## src/rtl/uart_apb.sv

```systemverilog
// APB-slave 8N1 UART with programmable prescaler, 16-byte TX/RX FIFOs and a six-source interrupt block.

// Synchronous byte FIFO with level counter.
// Latency: pushed data is visible at rdat the cycle after the push.
// Backpressure: push while full is dropped (unless popping), pop while empty is ignored.
module uart_fifo #(
    parameter int FAW = 4
) (
    input  logic           clk,
    input  logic           rst_n,
    input  logic           push,
    input  logic           pop,
    input  logic [7:0]     wdat,
    output logic [7:0]     rdat,
    output logic [FAW:0]   level,
    output logic           full,
    output logic           empty
);
    localparam logic [FAW:0] DEPTH = (FAW+1)'(1) << FAW;

    logic [7:0]     mem_q [2**FAW];
    logic [FAW-1:0] wptr_q, wptr_d, rptr_q, rptr_d;
    logic [FAW:0]   level_q, level_d;
    logic           push_ok, pop_ok;

    assign full  = (level_q == DEPTH);
    assign empty = (level_q == '0);
    assign level = level_q;
    assign rdat  = mem_q[rptr_q];

    always_comb begin
        pop_ok  = pop & ~empty;
        push_ok = push & (~full | pop_ok);
        wptr_d  = push_ok ? wptr_q + (FAW)'(1) : wptr_q;
        rptr_d  = pop_ok  ? rptr_q + (FAW)'(1) : rptr_q;
        level_d = level_q;
        if (push_ok && !pop_ok)
            level_d = level_q + (FAW+1)'(1);
        else if (pop_ok && !push_ok)
            level_d = level_q - (FAW+1)'(1);
    end

    always_ff @(posedge clk) begin
        if (push_ok)
            mem_q[wptr_q] <= wdat;
    end

    always_ff @(posedge clk or negedge rst_n) begin
        if (!rst_n) begin
            wptr_q  <= '0;
            rptr_q  <= '0;
            level_q <= '0;
        end else begin
            wptr_q  <= wptr_d;
            rptr_q  <= rptr_d;
            level_q <= level_d;
        end
    end
endmodule

// UART peripheral top: APB register file, baud generator, TX/RX FSMs, interrupts.
// Latency: zero-wait-state APB; irq follows RIS/IM by one cycle.
// Backpressure: none on APB; TX writes to a full FIFO and RX overrun bytes are dropped.
module uart_apb #(
    parameter int FAW = 4
) (
    input  logic        PCLK,
    input  logic        PRESETn,
    input  logic        PSEL,
    input  logic        PENABLE,
    input  logic        PWRITE,
    input  logic [31:0] PADDR,
    input  logic [31:0] PWDATA,
    output logic [31:0] PRDATA,
    output logic        PREADY,
    output logic        irq,
    input  logic        RX,
    output logic        TX
);
    typedef enum logic [1:0] {ST_IDLE, ST_START, ST_DATA, ST_STOP} uart_st_e;

    logic [11:0]    addr;
    logic           apb_wr, apb_rd;
    logic [15:0]    prescale_q, prescale_d, baud_cnt_q, baud_cnt_d;
    logic [FAW-1:0] txtr_q, txtr_d, rxtr_q, rxtr_d;
    logic           en_q, en_d, irq_q, irq_d, baud_tick;
    logic [5:0]     im_q, im_d, ris_q, ris_d, ris_set, ris_clr;

    logic           txf_pop, txf_full, txf_empty, rxf_push, rxf_full, rxf_empty;
    logic [7:0]     txf_rdat, rxf_rdat;
    logic [FAW:0]   txf_level, rxf_level;

    uart_st_e       tx_st_q, tx_st_d, rx_st_q, rx_st_d;
    logic [3:0]     tx_cnt_q, tx_cnt_d, rx_cnt_q, rx_cnt_d;
    logic [2:0]     tx_bit_q, tx_bit_d, rx_bit_q, rx_bit_d;
    logic [7:0]     tx_sh_q, tx_sh_d, rx_sh_q, rx_sh_d;
    logic           tx_q, tx_d, rx_s1_q, rx_s2_q;
    logic           unused_ok;

    assign addr      = PADDR[11:0];
    assign apb_wr    = PSEL & PENABLE & PWRITE;
    assign apb_rd    = PSEL & PENABLE & ~PWRITE;
    assign PREADY    = 1'b1;
    assign irq       = irq_q;
    assign TX        = tx_q;
    assign baud_tick = en_q && (baud_cnt_q == prescale_q);
    assign unused_ok = ^{PADDR[31:12], PWDATA[31:16]};

    uart_fifo #(.FAW(FAW)) u_txf (
        .clk(PCLK), .rst_n(PRESETn),
        .push(apb_wr && addr == 12'h000), .pop(txf_pop), .wdat(PWDATA[7:0]),
        .rdat(txf_rdat), .level(txf_level), .full(txf_full), .empty(txf_empty)
    );

    uart_fifo #(.FAW(FAW)) u_rxf (
        .clk(PCLK), .rst_n(PRESETn),
        .push(rxf_push), .pop(apb_rd && addr == 12'h000), .wdat(rx_sh_q),
        .rdat(rxf_rdat), .level(rxf_level), .full(rxf_full), .empty(rxf_empty)
    );

    always_comb begin
        prescale_d = prescale_q;
        txtr_d     = txtr_q;
        rxtr_d     = rxtr_q;
        en_d       = en_q;
        im_d       = im_q;
        ris_clr    = 6'b0;
        if (apb_wr) begin
            case (addr)
                12'h004: prescale_d = PWDATA[15:0];
                12'h008: txtr_d     = PWDATA[FAW-1:0];
                12'h00C: rxtr_d     = PWDATA[FAW-1:0];
                12'h100: en_d       = PWDATA[0];
                12'h208: im_d       = PWDATA[5:0];
                12'h20C: ris_clr    = PWDATA[5:0];
                default: ;
            endcase
        end
        ris_set = {rxf_level > {1'b0, rxtr_q}, rxf_empty, rxf_full,
                   txf_level < {1'b0, txtr_q}, txf_empty, txf_full};
        // A condition still true while being cleared keeps its bit set.
        ris_d      = (ris_q & ~ris_clr) | ris_set;
        irq_d      = |(ris_q & im_q);
        baud_cnt_d = (!en_q || baud_tick) ? 16'd0 : baud_cnt_q + 16'd1;
    end

    always_comb begin
        case (addr)
            12'h000: PRDATA = rxf_empty ? 32'd0 : {24'd0, rxf_rdat};
            12'h004: PRDATA = {16'd0, prescale_q};
            12'h008: PRDATA = {{(32-FAW){1'b0}}, txtr_q};
            12'h00C: PRDATA = {{(32-FAW){1'b0}}, rxtr_q};
            12'h100: PRDATA = {31'd0, en_q};
            12'h200: PRDATA = {26'd0, ris_q};
            12'h204: PRDATA = {26'd0, ris_q & im_q};
            12'h208: PRDATA = {26'd0, im_q};
            default: PRDATA = 32'd0;
        endcase
    end

    always_comb begin
        tx_st_d  = tx_st_q;
        tx_cnt_d = tx_cnt_q;
        tx_bit_d = tx_bit_q;
        tx_sh_d  = tx_sh_q;
        txf_pop  = 1'b0;
        if (!en_q) begin
            tx_st_d  = ST_IDLE;
            tx_cnt_d = 4'd0;
            tx_bit_d = 3'd0;
        end else if (baud_tick) begin
            tx_cnt_d = tx_cnt_q + 4'd1;
            case (tx_st_q)
                ST_IDLE: begin
                    tx_cnt_d = 4'd0;
                    if (!txf_empty) begin
                        txf_pop = 1'b1;
                        tx_sh_d = txf_rdat;
                        tx_st_d = ST_START;
                    end
                end
                ST_START: if (tx_cnt_q == 4'd15) begin
                    tx_st_d  = ST_DATA;
                    tx_bit_d = 3'd0;
                end
                ST_DATA: if (tx_cnt_q == 4'd15) begin
                    tx_sh_d  = {1'b0, tx_sh_q[7:1]};
                    tx_bit_d = tx_bit_q + 3'd1;
                    if (tx_bit_q == 3'd7)
                        tx_st_d = ST_STOP;
                end
                default: if (tx_cnt_q == 4'd15) begin
                    // Chain straight into the next start bit when more data waits.
                    if (!txf_empty) begin
                        txf_pop = 1'b1;
                        tx_sh_d = txf_rdat;
                        tx_st_d = ST_START;
                    end else begin
                        tx_st_d = ST_IDLE;
                    end
                end
            endcase
        end
        case (tx_st_d)
            ST_START: tx_d = 1'b0;
            ST_DATA:  tx_d = tx_sh_d[0];
            default:  tx_d = 1'b1;
        endcase
    end

    always_comb begin
        rx_st_d  = rx_st_q;
        rx_cnt_d = rx_cnt_q;
        rx_bit_d = rx_bit_q;
        rx_sh_d  = rx_sh_q;
        rxf_push = 1'b0;
        if (!en_q) begin
            rx_st_d  = ST_IDLE;
            rx_cnt_d = 4'd0;
            rx_bit_d = 3'd0;
        end else if (baud_tick) begin
            rx_cnt_d = rx_cnt_q + 4'd1;
            case (rx_st_q)
                ST_IDLE: begin
                    rx_cnt_d = 4'd0;
                    if (!rx_s2_q)
                        rx_st_d = ST_START;
                end
                ST_START: if (rx_cnt_q == 4'd7) begin
                    // Mid-start-bit recheck; a high line here was a glitch.
                    rx_cnt_d = 4'd0;
                    rx_bit_d = 3'd0;
                    rx_st_d  = rx_s2_q ? ST_IDLE : ST_DATA;
                end
                ST_DATA: if (rx_cnt_q == 4'd15) begin
                    rx_sh_d  = {rx_s2_q, rx_sh_q[7:1]};
                    rx_bit_d = rx_bit_q + 3'd1;
                    if (rx_bit_q == 3'd7)
                        rx_st_d = ST_STOP;
                end
                default: if (rx_cnt_q == 4'd15) begin
                    rxf_push = rx_s2_q;
                    rx_st_d  = ST_IDLE;
                end
            endcase
        end
    end

    always_ff @(posedge PCLK or negedge PRESETn) begin
        if (!PRESETn) begin
            prescale_q <= '0;
            txtr_q     <= '0;
            rxtr_q     <= '0;
            en_q       <= 1'b0;
            im_q       <= '0;
            ris_q      <= '0;
            irq_q      <= 1'b0;
            baud_cnt_q <= '0;
            tx_st_q    <= ST_IDLE;
            tx_cnt_q   <= '0;
            tx_bit_q   <= '0;
            tx_sh_q    <= '0;
            tx_q       <= 1'b1;
            rx_st_q    <= ST_IDLE;
            rx_cnt_q   <= '0;
            rx_bit_q   <= '0;
            rx_sh_q    <= '0;
            rx_s1_q    <= 1'b1;
            rx_s2_q    <= 1'b1;
        end else begin
            prescale_q <= prescale_d;
            txtr_q     <= txtr_d;
            rxtr_q     <= rxtr_d;
            en_q       <= en_d;
            im_q       <= im_d;
            ris_q      <= ris_d;
            irq_q      <= irq_d;
            baud_cnt_q <= baud_cnt_d;
            tx_st_q    <= tx_st_d;
            tx_cnt_q   <= tx_cnt_d;
            tx_bit_q   <= tx_bit_d;
            tx_sh_q    <= tx_sh_d;
            tx_q       <= tx_d;
            rx_st_q    <= rx_st_d;
            rx_cnt_q   <= rx_cnt_d;
            rx_bit_q   <= rx_bit_d;
            rx_sh_q    <= rx_sh_d;
            rx_s1_q    <= RX;
            rx_s2_q    <= rx_s1_q;
        end
    end
endmodule

```

## config.mk

```make
export PLATFORM = sky130hd
export DESIGN_NAME = uart_apb
export DESIGN_NICKNAME = d
export VERILOG_FILES = /design/src/rtl/uart_apb.sv
export SDC_FILE = /design/constraint.sdc
export NUM_CORES = 1
export LEC_CHECK = 0
export BUFFER_PORTS_ARGS = -buffer_cell sky130_fd_sc_hd__buf_2
export CORE_UTILIZATION = 25
export CTS_CLUSTER_SIZE = 10
export DETAILED_ROUTE_END_ITERATION = 8
export PLACE_DENSITY = 0.48
export SYNTH_ARGS = -nofsm -noshare
export SYNTH_HDL_FRONTEND = slang
export SYNTH_SLANG_ARGS = --single-unit
```

## constraint.sdc

```tcl
create_clock -name PCLK -period 4.1 [get_ports PCLK]
set_clock_uncertainty 0.15 [all_clocks]
set_input_delay 0.82 -clock PCLK [delete_from_list [all_inputs] [get_ports PCLK]]
set_output_delay 0.82 -clock PCLK [all_outputs]
set_load 0.1 [all_outputs]
```

-- Word-level counts from Yosys, hierarchy flattened
Memory sizes are Yosys's and may differ from the RTL's.
Index checks and enable logic that the tools add are counted.
- flip-flop bits (word level): 117
- latch bits: 0
- memory bits (writable): 256
- bits in read-only memories: 0
- bits of input ports: 70
- output and inout port bits: 35
- word-level logic and storage cells: 193
- memories: 2
- $add $sub $neg: 13
- multiply operators: 0
- div/mod/pow operators: 0
- magnitude comparators: 2
- equality and inequality tests: 33
- shift-type cells: 0
- multiplexer cells: 64
- bitwise operators: 19
- reduce and logical (&&, ||, !) cells: 34
- memories (name ; depth ; width ; read ports ; clocked after Yosys merged registers in ; wr ports ; line ; text):
    u_rxf.mem_q ; 16 ; 8 ; 1 ; 0 ; 1 ; 21 ; logic [7:0] mem_q [2**FAW];
    u_txf.mem_q ; 16 ; 8 ; 1 ; 0 ; 1 ; 21 ;
- operators with widths (operator ; number):
    16-bit one-hot mux with 8 select lines ; 1
    12-bit by 10-bit == test with 1-bit output (second input constant) ; 4
    8-bit 2-to-1 mux ; 4
    2-bit 2-to-1 mux ; 15
    4-bit by 1-bit adder with 4-bit output (second input constant) ; 6
    12-bit by 4-bit == test with 1-bit output (second input constant) ; 2
    3-bit 2-to-1 mux ; 8
    4-bit 2-to-1 mux ; 6
    8-bit one-hot mux with 3 select lines ; 1
    5-bit 2-to-1 mux ; 4
    3-bit inequality test (second input constant) ; 6
    16-bit by 1-bit adder with 16-bit output (second input constant) ; 1
    16-bit == test ; 1
    16-bit 2-to-1 mux ; 1
    1-bit 2-to-1 mux ; 15
    6-bit bitwise AND ; 2
    12-bit by 3-bit == test with 1-bit output (second input constant) ; 1
    12-bit by 9-bit == test with 1-bit output (second input constant) ; 1
    12-bit logical NOT ; 1
    6-bit 2-to-1 mux ; 2
    2-bit one-hot mux with 3 select lines ; 2
    3-bit one-hot mux with 2 select lines ; 2
    4-bit AND reduction ; 3
    5-bit by 1-bit adder with 5-bit output (second input constant) ; 2
    other kinds (33) ; 74

-- Depth between registers and ports, before layout
Gate-level depths: netlist (run 1).
- depth after elaboration: 13
- mapped depth: 14
- gate-level depth less buffers: 14

-- Cells and area by module
Synthesis (run 1) repeated with hierarchy kept, for this count alone.
- cell total of the unflattened synthesis: 1115
- area total of the unflattened synthesis: 16418.2 sq um
- modules (own cells, without submodules) (module ; times used ; cells each ; area each (sq um) ; seq. area each (sq um)):
    uart_fifo ; 2 ; 319 ; 5736.8 ; 4169.0
    uart_apb ; 1 ; 477 ; 4944.7 ; 2280.9

-- Least setup slack after synthesis (run 1)
Ideal clock, no wire load.
- kind: input port to output port
- start: in PADDR[7]
- end: out PRDATA[1]
- data arrival time: 3.270 ns
- data required time: 3.130 ns
- setup slack: -0.140 ns
- stages on the path: 5
- path buffers: 1
- cell sequence: nor4_2 > nand2_1 > or3_1 > buf_2 > o221ai_1
- cells in the longest elaborated chain, start to end: 2
- elaborated cells between the ends (all ways): 9
- those cells by class: eq/ne: 7; mux: 1; reduce/logical: 1
- ends and longest elaborated chain (element ; line ; text):
    start: declaration ; 72 ; input logic [31:0] PADDR,
    12-bit by 10-bit == test with 1-bit output (tied with other cells) ; 148 ; case (addr)
    16-bit one-hot mux with 8 select lines (*) ; 148 ;
    end: declaration ; 74 ; output logic [31:0] PRDATA,
Mark *: on every way between the ends. The rest lies on a longest branch, timed or not.

-- Worst setup path after layout (run 1)
- start: reg u_rxf.rptr_q[0]
- end: out PRDATA[2]
- cells in the longest elaborated chain, start to end: 3
- ends and longest elaborated chain (element ; line ; text):
    start: declaration ; 22 ; logic [FAW-1:0] wptr_q, wptr_d, rptr_q, rptr_d;
    start signal: assignment ; 55 ; rptr_q <= rptr_d;
    memory read 16 x 8 bit ; -- ;
    8-bit 2-to-1 mux ; 149 ; 12'h000: PRDATA = rxf_empty ? 32'd0 : {24'd0, rxf_rdat};
    16-bit one-hot mux with 8 select lines ; 148 ;
Every way passes these cells.

==> out/qor.yml, run 1 <==
placed_cells: 1964
first_global_vias: 9436
layout-drive-gt1-share_pct: 25.3
combPwrFrac_pct: 2.5
die_w_microns: 257
die_y_microns: 257
drt.antenna.violating_nets: 0
cp-startpoint: "u_rxf.rptr_q[0]$_DFFE_PN0N_"
avgSynthCellArea_sq_um: 15.6
ys_ff_latch: 373
finalSetupViolations: 0
port_buffers: 51
syn_area_sq_um: 16300
timing.hold.ws_ps: 96.0
core_area_sq_um: 64300
arrival_ps: 2960
drt-pass1-iter-count: 5
vias: 9022
fmax_ghz: 0.255
wl_microns: 37400
ys.warnings.count: 0
clock_power_share_pct: 46.1
required_ps: 3130
viasPerCell: 4.40
worst_pin_slew_ps: 912
p_sw_w: 0.00169
ir_drop_v: 0.000268
dp_hpwl_microns: 25300
wl_per_cell_microns: 18.2
grt_pass1_wl_microns: 57700
antenna_found_initial: 1
grt_start_max_net_pins: 70
cts_tree: "yes"
seqCellArea_sq_um: 10600
reg2reg_from: "baud_cnt_q[8]$_DFF_PN0_"
root_buffer: "clkbuf_16"
start_util_pct: 25.3
swShare_pct: 21.6
worst-r2r-setup-slack_ps: 510
outcome: "complete, no violations"
syn_inst: 1044
cellPowerDensity_nw_per_um2: 402
cp-start-kind: "flop"
clock_sinks: 373
ys_async_sr_fraction_pct: 31.4
numCtsBuffers: 45
htreeDepth: 2
finalNonFillerCells: 2052
num_rows: 93
clkTransAtPathRegs_ps: 50
place_ws_ps: -60.0
synth-main-ff-cell: "edfxtp_1"
pwr-share-seq_pct: 51.4
clock_path_buffers: 3
clk_latency_ps: 570
drv_slew: 0
pin_count: 105
fillers: 6393
p_int_w: 0.00614
relSlewSlack_pct: 39.0
endpoint_kind: "primary output"
ys_seq_area_share_pct: 65.2
leakage_nw: 7.31
area_growth_pct: 19.6
worst_slack_ps: 173
nets: 1264
min_period_ps: 3930
finalHoldViolCount: 0
grt-ovfl-total: 0
place_congestion: 0.778
synth_edf_count: 256
worst-path-max-fanout: 6
rsz0062_at_grt: "no"
drcViolationCount: 0
rr_worst_depth: 14
first_iter_violations: 622
hp-class: "primary input to asynchronous set/reset pin"
worstSetupEndpoint: "PRDATA[2]"
multi_input_area_sq_um: 5350
period_share_pct: 95.8
die_area_sq_um: 66100
synth_cell_type_count: 61
reg2reg_to: "u_txf.level[4]$_DFFE_PN0P_"
maxCapViolations: 0
grt_use_total_pct: 11.5
critPathKind: "flop to primary output"
## state kept, by name (all words and copies together) (netlist names), 5 cells and up
signal and count:
u_txf.mem_q 128, im_q 6, ris_q 6, u_rxf.mem_q 128, u_rxf.level 5, tx_sh_q 8, baud_cnt_q 16, u_txf.level 5
prescale_q 16, rx_sh_q 8
## per-layer routing
layer,up-vias,routed length (microns),GRT usage (%)
met2,158,18100,18.8
met5,-,0,0
met3,52,1490,2.00
met1,4654,17100,15.4
met4,0,716,3.39
li1,4158,-,-
## final cells by class
| type | instances | share of cell area [%] |
|---|---|---|
| multi-input combinational | 603 | 27.5 |
| clock buffer | 75 | 6.41 |
| clock inverter | 8 | 0.360 |
| tap | 855 | 5.49 |
| sequential | 373 | 54.5 |
| timing repair buffer | 115 | 5.28 |
| inverter | 22 | 0.424 |
| antenna | 1 | 0.0128 |
## worst min-delay path by stage
stage,from,endpoint,slack (ps)
finish,PRESETn,u_txf.rptr_q[0]$_DFFE_PN0P_,100
global placement,rx_s1_q$_DFF_PN1_,rx_s2_q$_DFF_PN1_,200
CTS,PRESETn,u_txf.wptr_q[0]$_DFFE_PN0P_,80
detailed placement,rx_s1_q$_DFF_PN1_,rx_s2_q$_DFF_PN1_,200
floorplan,rx_s1_q$_DFF_PN1_,rx_s2_q$_DFF_PN1_,200
global route,PRESETn,u_txf.wptr_q[2]$_DFFE_PN0P_,110
## cells in the final DEF (no fill, tap or decap), types with 6 or more instances in the layout
master,count
buf_4,61
mux4_2,78
ha_1,32
xor2_1,15
nor3b_1,7
conb_1,17
mux2_2,40
nor2_1,58
o21ai_0,41
buf_2,34
dfrtp_1,112
and2_1,34
nand4_1,8
clkbuf_1,29
edfxtp_1,256
inv_1,22
nand3_1,17
a21boi_0,6
o21a_1,6
buf_12,20
mux2i_1,9
a21o_1,9
nand2_1,66
and3_1,8
nor3_1,7
a21oi_1,22
a22oi_1,12
nand2b_1,7
clkbuf_16,45
nor2b_1,14
xnor2_1,36
## synthesized netlist by cell type (all sizes together) (3+ instances only)
master | number | area share [%]
edfxtp | 256 | 47
dfrtp | 114 | 18
mux4 | 78 | 11
nand2 | 67 | 1.6
nor2 | 58 | 1.3
o21ai | 42 | 1.3
mux2 | 40 | 2.8
xnor2 | 36 | 1.9
and2 | 35 | 1.3
ha | 32 | 2.5
buf | 31 | 1.1
clkbuf | 30 | 0.69
a21oi | 22 | 0.68
inv | 22 | 0.51
nand3 | 17 | 0.52
xor2 | 15 | 0.81
nor2b | 14 | 0.54
a22oi | 12 | 0.55
nor3 | 11 | 0.46
a21o | 9 | 0.41
mux2i | 9 | 0.55
and3 | 8 | 0.31
nand4 | 8 | 0.31
nand2b | 7 | 0.27
nor3b | 7 | 0.32
a21boi | 6 | 0.28
nor4 | 6 | 0.31
o21a | 6 | 0.28
a22o | 4 | 0.22
a31oi | 3 | 0.12
dfstp | 3 | 0.48
o221ai | 3 | 0.16
or2 | 3 | 0.12
or3 | 3 | 0.12
## per-stage QoR
stage	utilization [%]	instance area (sq um)	setup TNS [ps]	power, W
final	30.3	19500	0	0.00783
after global placement	28.1	18100	-3.09	0.00430
after floorplan	-	16300	-386	0.00422
after global routing	30.3	19500	0	0.00809
after CTS	30.3	19500	0	0.00795
after detailed placement	28.1	18100	-60.0	0.00430
## power by group through the flow
stage	Clock, W	Sequential [W]	Combinational (W)
2_1_floorplan	0	0.00410	0.000122
3_3_place_gp	0	0.00410	0.000198
3_5_place_dp	0	0.00410	0.000200
4_1_cts	0.00372	0.00403	0.000201
5_1_grt	0.00386	0.00402	0.000213
6_report	0.00361	0.00403	0.000196
## worst max-delay path, stage by stage, from the launching register on
cell and delay [ps]:
dfrtp_4 530, buf_12 160, buf_4 130, mux4_2 460, mux4_2 500, nand2_1 120
o221ai_1 130, buf_4 210, buf_12 160
## logic make-up (layout without fill, tap and decap cells)
group / count (synthesis) / in the layout / synth area share [%]
flops: 373 / 373 / 65.2
simple gates: 253 / 253 / 7.98
mux: 127 / 127 / 14.1
compound gates: 121 / 121 / 4.86
buf+inv: 83 / 220 / 2.33
xor+xnor: 51 / 51 / 2.74
fa+ha+maj: 34 / 34 / 2.71
other cells: 2 / 18 / 0.0461
## what timing repair did
action | CTS | global route
hold buffers | 0 | 0
gates resized for setup | 1 | 1
endpoints found under the setup margin | 7 | 1
gates cloned | 0 | 0
buffers inserted | 4 | 0
(Power assumes the default switching activity.)
==> run 2: changes to the inputs <==
--- a/config.mk
+++ b/config.mk
@@ -7,9 +7,10 @@
 export LEC_CHECK = 0
 export BUFFER_PORTS_ARGS = -buffer_cell sky130_fd_sc_hd__buf_2
 export CORE_UTILIZATION = 25
+export CTS_BUF_LIST = sky130_fd_sc_hd__clkbuf_16
 export CTS_CLUSTER_SIZE = 10
 export DETAILED_ROUTE_END_ITERATION = 8
-export PLACE_DENSITY = 0.48
+export PLACE_DENSITY = 0.49
 export SYNTH_ARGS = -nofsm -noshare
 export SYNTH_HDL_FRONTEND = slang
 export SYNTH_SLANG_ARGS = --single-unit
==> constraint.sdc (replaced) <==
create_clock -name PCLK -period 3.6 [get_ports PCLK]
set_clock_uncertainty 0.15 [all_clocks]
set_input_delay 0.72 -clock PCLK [delete_from_list [all_inputs] [get_ports PCLK]]
set_output_delay 0.72 -clock PCLK [all_outputs]
set_load 0.1 [all_outputs]
==> run 2 against run 1 <==
  * The run now ends with negative setup slack left
  * Hold slack improved by 63 ps
  * Combinational power increased by 21%
  * Register-to-register slack got worse by 230 ps
  * Count of clock-buffer cells in the layout decreased by 31
  * Critical endpoint is now PRDATA[5]
  * Critical path depth decreased by 3
  * Utilization increased by 0.80 points
  * Cell area increased by 2.6%
  * Sequential share of layout area decreased by 1.4 points
  * Highest routed layer unchanged
  * Via count increased by 0.95%
  * First-iteration DRC count decreased by 15%
==> out/qor.yml, run 2 (synthesis gave the netlist of run 1 again) <==
placed_cell_area_sq_um: 18400  # +1.8%
reg.largest.list: "u_rxf.mem_q x128, u_txf.mem_q x128"
diodes: 0  # -1
clk_latency_ps: 570  # about the same
wl_per_cell_microns: 18.4  # +1.1%
placed_cells: 1984  # +1.0%
arrival_ps: 2840  # -120 ps
numCtsBuffers: 44  # -2.2%
layout-drive-gt1-share_pct: 28.7  # +3.3 points
drt-pass1-iter-count: 6  # +1
first_iter_violations: 531  # -15%
worst-path-max-fanout: 9  # +3
clock_power_share_pct: 44.9  # -1.2 points
antenna_found_initial: 1  # unchanged
num_rows: 93  # unchanged
fmax_ghz: 0.270
maxCapViolations: 0  # unchanged
die_y_microns: 257  # unchanged
cellPowerDensity_nw_per_um2: 438  # +8.9%
nets: 1289  # +2.0%
viasPerCell: 4.39  # -0.21%
place_congestion: 0.790  # +1.5%
area_growth_pct: 22.8
die_area_sq_um: 66100  # unchanged
finalNonFillerCells: 2076  # +1.2%
layout_common_cells: "256 x edfxtp_1, 112 x dfrtp_1, 78 x mux4_2, 70 x buf_4, 63 x nand2_1"
htreeDepth: 2  # unchanged
vias: 9108  # +0.95%
clock_sinks: 373  # unchanged
power_w: 0.00875  # +12%
fin_util_pct: 31.1  # +0.80 points
finalHoldViolCount: 0  # unchanged
p_sw_w: 0.00191  # +13%
wl_microns: 38300  # +2.3%
grt-ovfl-total: 0  # unchanged
cp-start-kind: "flop"
core_area_sq_um: 64300  # unchanged
swShare_pct: 21.8  # +0.27 points
hp-class: "primary input to flop"
die_w_microns: 257  # unchanged
endpoint_kind: "primary output"
first_global_vias: 9431  # -0.053%
clock_path_buffers: 3  # unchanged
ir_drop_v: 0.000283  # +5.6%
drv_slew: 0  # unchanged
dp_hpwl_microns: 25400  # +0.38%
required_ps: 2730  # -400 ps
final_common_cell: "edfxtp_1"
combPwrFrac_pct: 2.7  # +0.2 points
port_buffers: 51  # unchanged
relSlewSlack_pct: 50.0  # +11 points
finalSetupViolations: 7  # +7
grt_use_total_pct: 11.7  # +0.26 points
grt_pass1_wl_microns: 59200  # +2.5%
grt_start_max_net_pins: 66  # -5.7%
clkTransAtPathRegs_ps: 60  # about the same
root_buffer: "clkbuf_16"
pwr-share-seq_pct: 52.4  # +1.0 points
rsz0062_at_grt: "yes"
drcViolationCount: 0  # unchanged
leakage_nw: 7.67  # +4.8%
start_util_pct: 25.3  # unchanged
p_int_w: 0.00684  # +11%
critPathKind: "flop to primary output"
pin_count: 105  # unchanged
worst_slack_ps: -109  # -282 ps
cts_tree: "yes"
fin_tns_setup_ps: -356  # -356 ps
outcome: "complete, but fails checks"
drt.antenna.violating_nets: 0  # unchanged
worst_pin_slew_ps: 750  # -163 ps
stdcell_area_sq_um: 20000  # +2.6%
period_share_pct: 103
min_period_ps: 3710
failed_checks: "negative setup slack"
-- run 2: cell count changes in the layout (fill, tap and decap cells not counted), moves of 4 or more --
cell      before  now
and2_1        34   26
inv_1         22   53
and2_2         0    8
nor4_2         4    0
buf_4         61   70
clkbuf_1      29    0
buf_12        20   30
-- run 2: per-stage QoR --
| stage | hold WS, ps | setup slack (ps) |
|---|---|---|
| final | 159 | -109 |
| after detailed placement | 206 | -285 |
| after global placement | 202 | -242 |
| after global routing | 135 | -178 |
| after floorplan | 195 | -330 |
| after CTS | 130 | -132 |
-- run 2: final cells by class --
class	count	area, sq um
Clock buffer	44	1100
Clock inverter	38	178
Fill cell	6312	44400
Inverter	22	82.6
Multi-Input combinational cell	603	5510
Sequential cell	373	10600
Tap cell	855	1070
Timing Repair Buffer	141	1430
-- run 2: power groups by stage --
stage	Sequential (W)	Combinational, W	Clock (W)
2_1_floorplan	0.00467	0.000140	0
3_3_place_gp	0.00467	0.000237	0
3_5_place_dp	0.00467	0.000238	0
6_report	0.00458	0.000237	0.00393
5_1_grt	0.00458	0.000256	0.00425
4_1_cts	0.00458	0.000241	0.00407
-- run 2: worst paths after layout --
| path | cells past startpoint | slack, ps | endpoint | startpoint |
|---|---|---|---|---|
| hold reg to reg | 0 | 210 | rx_s2_q$_DFF_PN1_ | rx_s1_q$_DFF_PN1_ |
| setup / recovery | 5 | -110 | PRDATA[5] | u_rxf.rptr_q[0]$_DFFE_PN0N_ |
| max in group asynchronous | 3 | 1980 | rx_s1_q$_DFF_PN1_ | PRESETn |
| min in group asynchronous | 2 | 510 | u_txf.rptr_q[3]$_DFFE_PN0P_ | PRESETn |
| setup reg to reg | 15 | 280 | u_txf.level[4]$_DFFE_PN0P_ | baud_cnt_q[8]$_DFF_PN0_ |
| hold / removal | 1 | 160 | rx_s1_q$_DFF_PN1_ | RX |
-- run 2: layer usage --
layer  vias to the layer above  global-route usage, %  share of wire [%]
met5                         -                      0                  0
met1                      4684                   16.4                 46
met2                       159                   18.5                 48
li1                       4218                      -                  -
met3                        47                   2.19                4.8
met4                         0                   3.08                1.7
-- run 2: repair_timing --
item	CTS	global route
endpoints found under the hold margin	26	0
buffers inserted	2	2
pin swaps	0	5
hold buffers	1	0
resized for setup	6	15
gates cloned	3	2
setup endpoints to repair	8	14
-- run 2: worst max-delay path, stage by stage (launching register included) --
cell and delay, ps:
dfrtp_2 450, buf_12 170, mux4_2 550, mux4_2 540
a221o_1 380, buf_12 180
==> run 3: changes to the inputs <==
--- a/config.mk
+++ b/config.mk
@@ -5,6 +5,7 @@
 export SDC_FILE = /design/constraint.sdc
 export NUM_CORES = 1
 export LEC_CHECK = 0
+export ABC_AREA = 1
 export BUFFER_PORTS_ARGS = -buffer_cell sky130_fd_sc_hd__buf_2
 export CORE_UTILIZATION = 25
 export CTS_BUF_LIST = sky130_fd_sc_hd__clkbuf_16
==> run 3 against run 2 <==
  * The run ends with design-rule violations left
  * Sequential cell count stayed put
  * Largest power group unchanged
  * Synthesized cell count is 54% higher
  * Final cell count is 27% higher
  * Largest cell class unchanged
  * Highest routed layer unchanged
  * Register-to-register slack hardly changed
  * Utilization is 0.58 points lower
  * Non-clock buffer count is 3 lower
  * Power is 1.6% higher
  * Combinational power is 24% lower
==> out/qor.yml, run 3 <==
min_period_ps: 3490  # -221 ps
failed_checks: "design-rule violations"
critPathKind: "flop to primary output"
ys.warnings.count: 0  # unchanged
final_common_cell: "edfxtp_1"
port_buffers: 51  # unchanged
hp-class: "primary input to asynchronous set/reset pin"
syn_inst: 1605  # +54%
die_area_sq_um: 67900  # +2.6%
place_congestion: 0.841  # +6.5%
stdcell_area_sq_um: 20100  # +0.63%
worst-r2r-setup-slack_ps: 290  # about the same
worst_slack_ps: 112  # +221 ps
synth_top_cell_by_area: "edfxtp_1"
synth_cell_type_count: 53  # -13%
fmax_ghz: 0.287  # +6.4%
seqCellArea_sq_um: 10600  # unchanged
htreeDepth: 2  # unchanged
ir_drop_v: 0.000356  # +26%
arrival_ps: 2620  # -220 ps
synth-compound-area-share_pct: 11.1  # +6.2 points
die_w_microns: 261  # +1.3%
first_global_vias: 11800  # +25%
synth-main-ff-cell: "edfxtp_1"
nets: 1831  # +42%
root_buffer: "clkbuf_16"
area_growth_pct: 20.4
numCtsBuffers: 45  # +2.3%
hold_buffers: 0  # -1
syn_area_sq_um: 16700  # +2.6%
worst_pin_slew_ps: 841  # +91.5 ps
ys_ff_latch: 373  # unchanged
multi_input_area_sq_um: 5360  # -2.6%
pin_count: 105  # unchanged
routed.top_layer: "met4"
synth_top_area_share_pct: 46.0  # -1.2 points
outcome: "complete, but fails checks"
grt_pass1_wl_microns: 67800  # +15%
placed_cells: 2538  # +28%
clkTransAtPathRegs_ps: 60  # about the same
grt_start_max_net_pins: 80  # +21%
drt-pass1-iter-count: 7  # +1
viasPerCell: 4.54  # +3.5%
worst-path-max-fanout: 36  # +27
muxShareOfSynthArea_pct: 0.127  # -14 points
synth-adder-area-share_pct: 2.64  # -0.070 points
leakage_nw: 8.14  # +6.1%
num_rows: 94  # +1.1%
power_w: 0.00889  # +1.6%
cp-start-kind: "flop"
antenna_found_initial: 1  # unchanged
clk_latency_ps: 590  # +20 ps
layout-drive-gt1-share_pct: 12.5  # -16 points
ys_async_sr_fraction_pct: 31.4  # unchanged
ys_top_cells_by_area: "edfxtp_1 46%, dfrtp_1 17%, nor2_1 5.5%"
vias: 11900  # +31%
synth_simple_gate_area_share_pct: 16.0  # +8.0 points
die_y_microns: 261  # +1.3%
core_area_sq_um: 66000  # +2.5%
layout_common_cells: "256 x edfxtp_1, 244 x nor2_1, 234 x nand2_1, 180 x o21ai_0, 149 x inv_1"
routedLengthMet1_microns: 20200  # +15%
place_ws_ps: -75.0  # +210 ps
finalHoldViolCount: 0  # unchanged
wl_per_cell_microns: 16.7  # -9.5%
reg2reg_to: "u_txf.level[4]$_DFFE_PN0P_"
first_iter_violations: 907  # +71%
avgSynthCellArea_sq_um: 10.4  # -33%
wl_met2_microns: 20800  # +14%
finalSetupViolations: 0  # -7
cellPowerDensity_nw_per_um2: 442  # +0.95%
drt.antenna.violating_nets: 0  # unchanged
reg.largest.list: "u_rxf.mem_q x128, u_txf.mem_q x128"
start_util_pct: 25.3  # +0.026 points
synth_common_cells: "256 x edfxtp_1, 244 x nor2_1, 236 x nand2_1"
yosysMostFrequentCell: "edfxtp_1"
cp-startpoint: "u_rxf.rptr_q[0]$_DFFE_PN0N_"
maxCapViolations: 0  # unchanged
clock_sinks: 373  # unchanged
synth_top_family_by_area: "simple AND/OR/NAND/NOR gates"
clock_path_buffers: 3  # unchanged
relSlewSlack_pct: 43.9  # -6.1 points
drcViolationCount: 6  # +6
grt-ovfl-total: 0  # unchanged
yosys.area_share.xor_xnor_pct: 1.47  # -1.3 points
period_share_pct: 96.9  # -6.2 points
placed_cell_area_sq_um: 18600  # +0.93%
fillers: 6747  # +6.9%
finalNonFillerCells: 2628  # +27%
wl_microns: 43900  # +15%
required_ps: 2730  # about the same
dp_hpwl_microns: 28600  # +13%
drv_slew: 0  # unchanged
synth_edf_count: 256  # unchanged
ys_seq_area_share_pct: 63.5  # -1.7 points
endpoint_kind: "primary output"
fin_tns_setup_ps: 0  # +356 ps
rr_worst_depth: 20  # +5
reg2reg_from: "tx_cnt_q[0]$_DFFE_PN0N_"
dr_wl_met3_microns: 1730  # -6.0%
grt_use_total_pct: 12.9  # +1.2 points
cts_tree: "yes"
run 3: cell types whose count changed in the layout (fill, tap and decap cells not counted), moves of 29 or more:
cell and delta:
a21oi_1 +38, inv_1 +96, mux2_2 -39, mux4_2 -78
nand2_1 +171, nand3_1 +88, nor2_1 +186, o211ai_1 +30
o21ai_0 +139, xnor2_1 -29
run 3: logic make-up (layout without fill, tap and decap cells):
group,after synthesis,after routing
simple gates,636,636
mux,2,2
compound gates,325,325
other cells,2,18
flops,373,373
fa+ha+maj,34,34
buf+inv,205,348
xor+xnor,28,28
run 3: critical path, cell delays in order (launching register included):
cell,delay (ps)
dfrtp_2,440
buf_4,260
o21ai_0,310
o211ai_1,140
nand3_1,160
nand2_2,90
nand2_1,90
nand4_1,260
buf_12,270
run 3: area by class of cell:
class / count / share of cell area (%)
multi-input combinational: 1042 / 26.7
clock buffer: 45 / 5.60
clock inverter: 38 / 1.17
antenna: 1 / 0.0124
inverter: 127 / 2.41
timing repair buffer: 138 / 5.99
tap: 864 / 5.37
sequential: 373 / 52.8
run 3: per-layer routing:
| metal | vias to the layer above | global-route usage, % |
|---|---|---|
| met3 | 73 | 2.16 |
| met4 | 0 | 4.30 |
| met1 | 5817 | 17.3 |
| met2 | 235 | 21.2 |
| met5 | - | 0 |
| li1 | 5805 | - |
run 3: through the flow:
stage / utilization (%) / hold WS, ps
finish: 30.5 / 37.6
global route: 30.5 / 76.3
CTS: 30.3 / 62.8
detailed placement: 28.2 / 197
global placement: 28.2 / 197
floorplan: - / 195
run 3: worst max path at each step:
stage,to
2_1_floorplan,PRDATA[10]
3_3_place_gp,PRDATA[2]
3_5_place_dp,PRDATA[2]
4_1_cts,PRDATA[2]
5_1_grt,u_txf.level[4]$_DFFE_PN0P_
6_report,PRDATA[1]
run 3: repair_timing:
action | CTS | global route
gates resized for setup | 2 | 12
pin swaps | 0 | 2
setup endpoints to repair | 3 | 9
gates cloned | 0 | 1
setup buffers | 1 | 4
run 3: where the power goes:
group / leakage (nW) / total, W / internal [W] / switching (W)
registers: 4.14 / 0.00457 / 0.00457 / 0.000000918
clock network: 0.759 / 0.00414 / 0.00235 / 0.00179
logic: 3.23 / 0.000181 / 0.0000228 / 0.000159
total: 8.14 / 0.00889 / 0.00694 / 0.00195
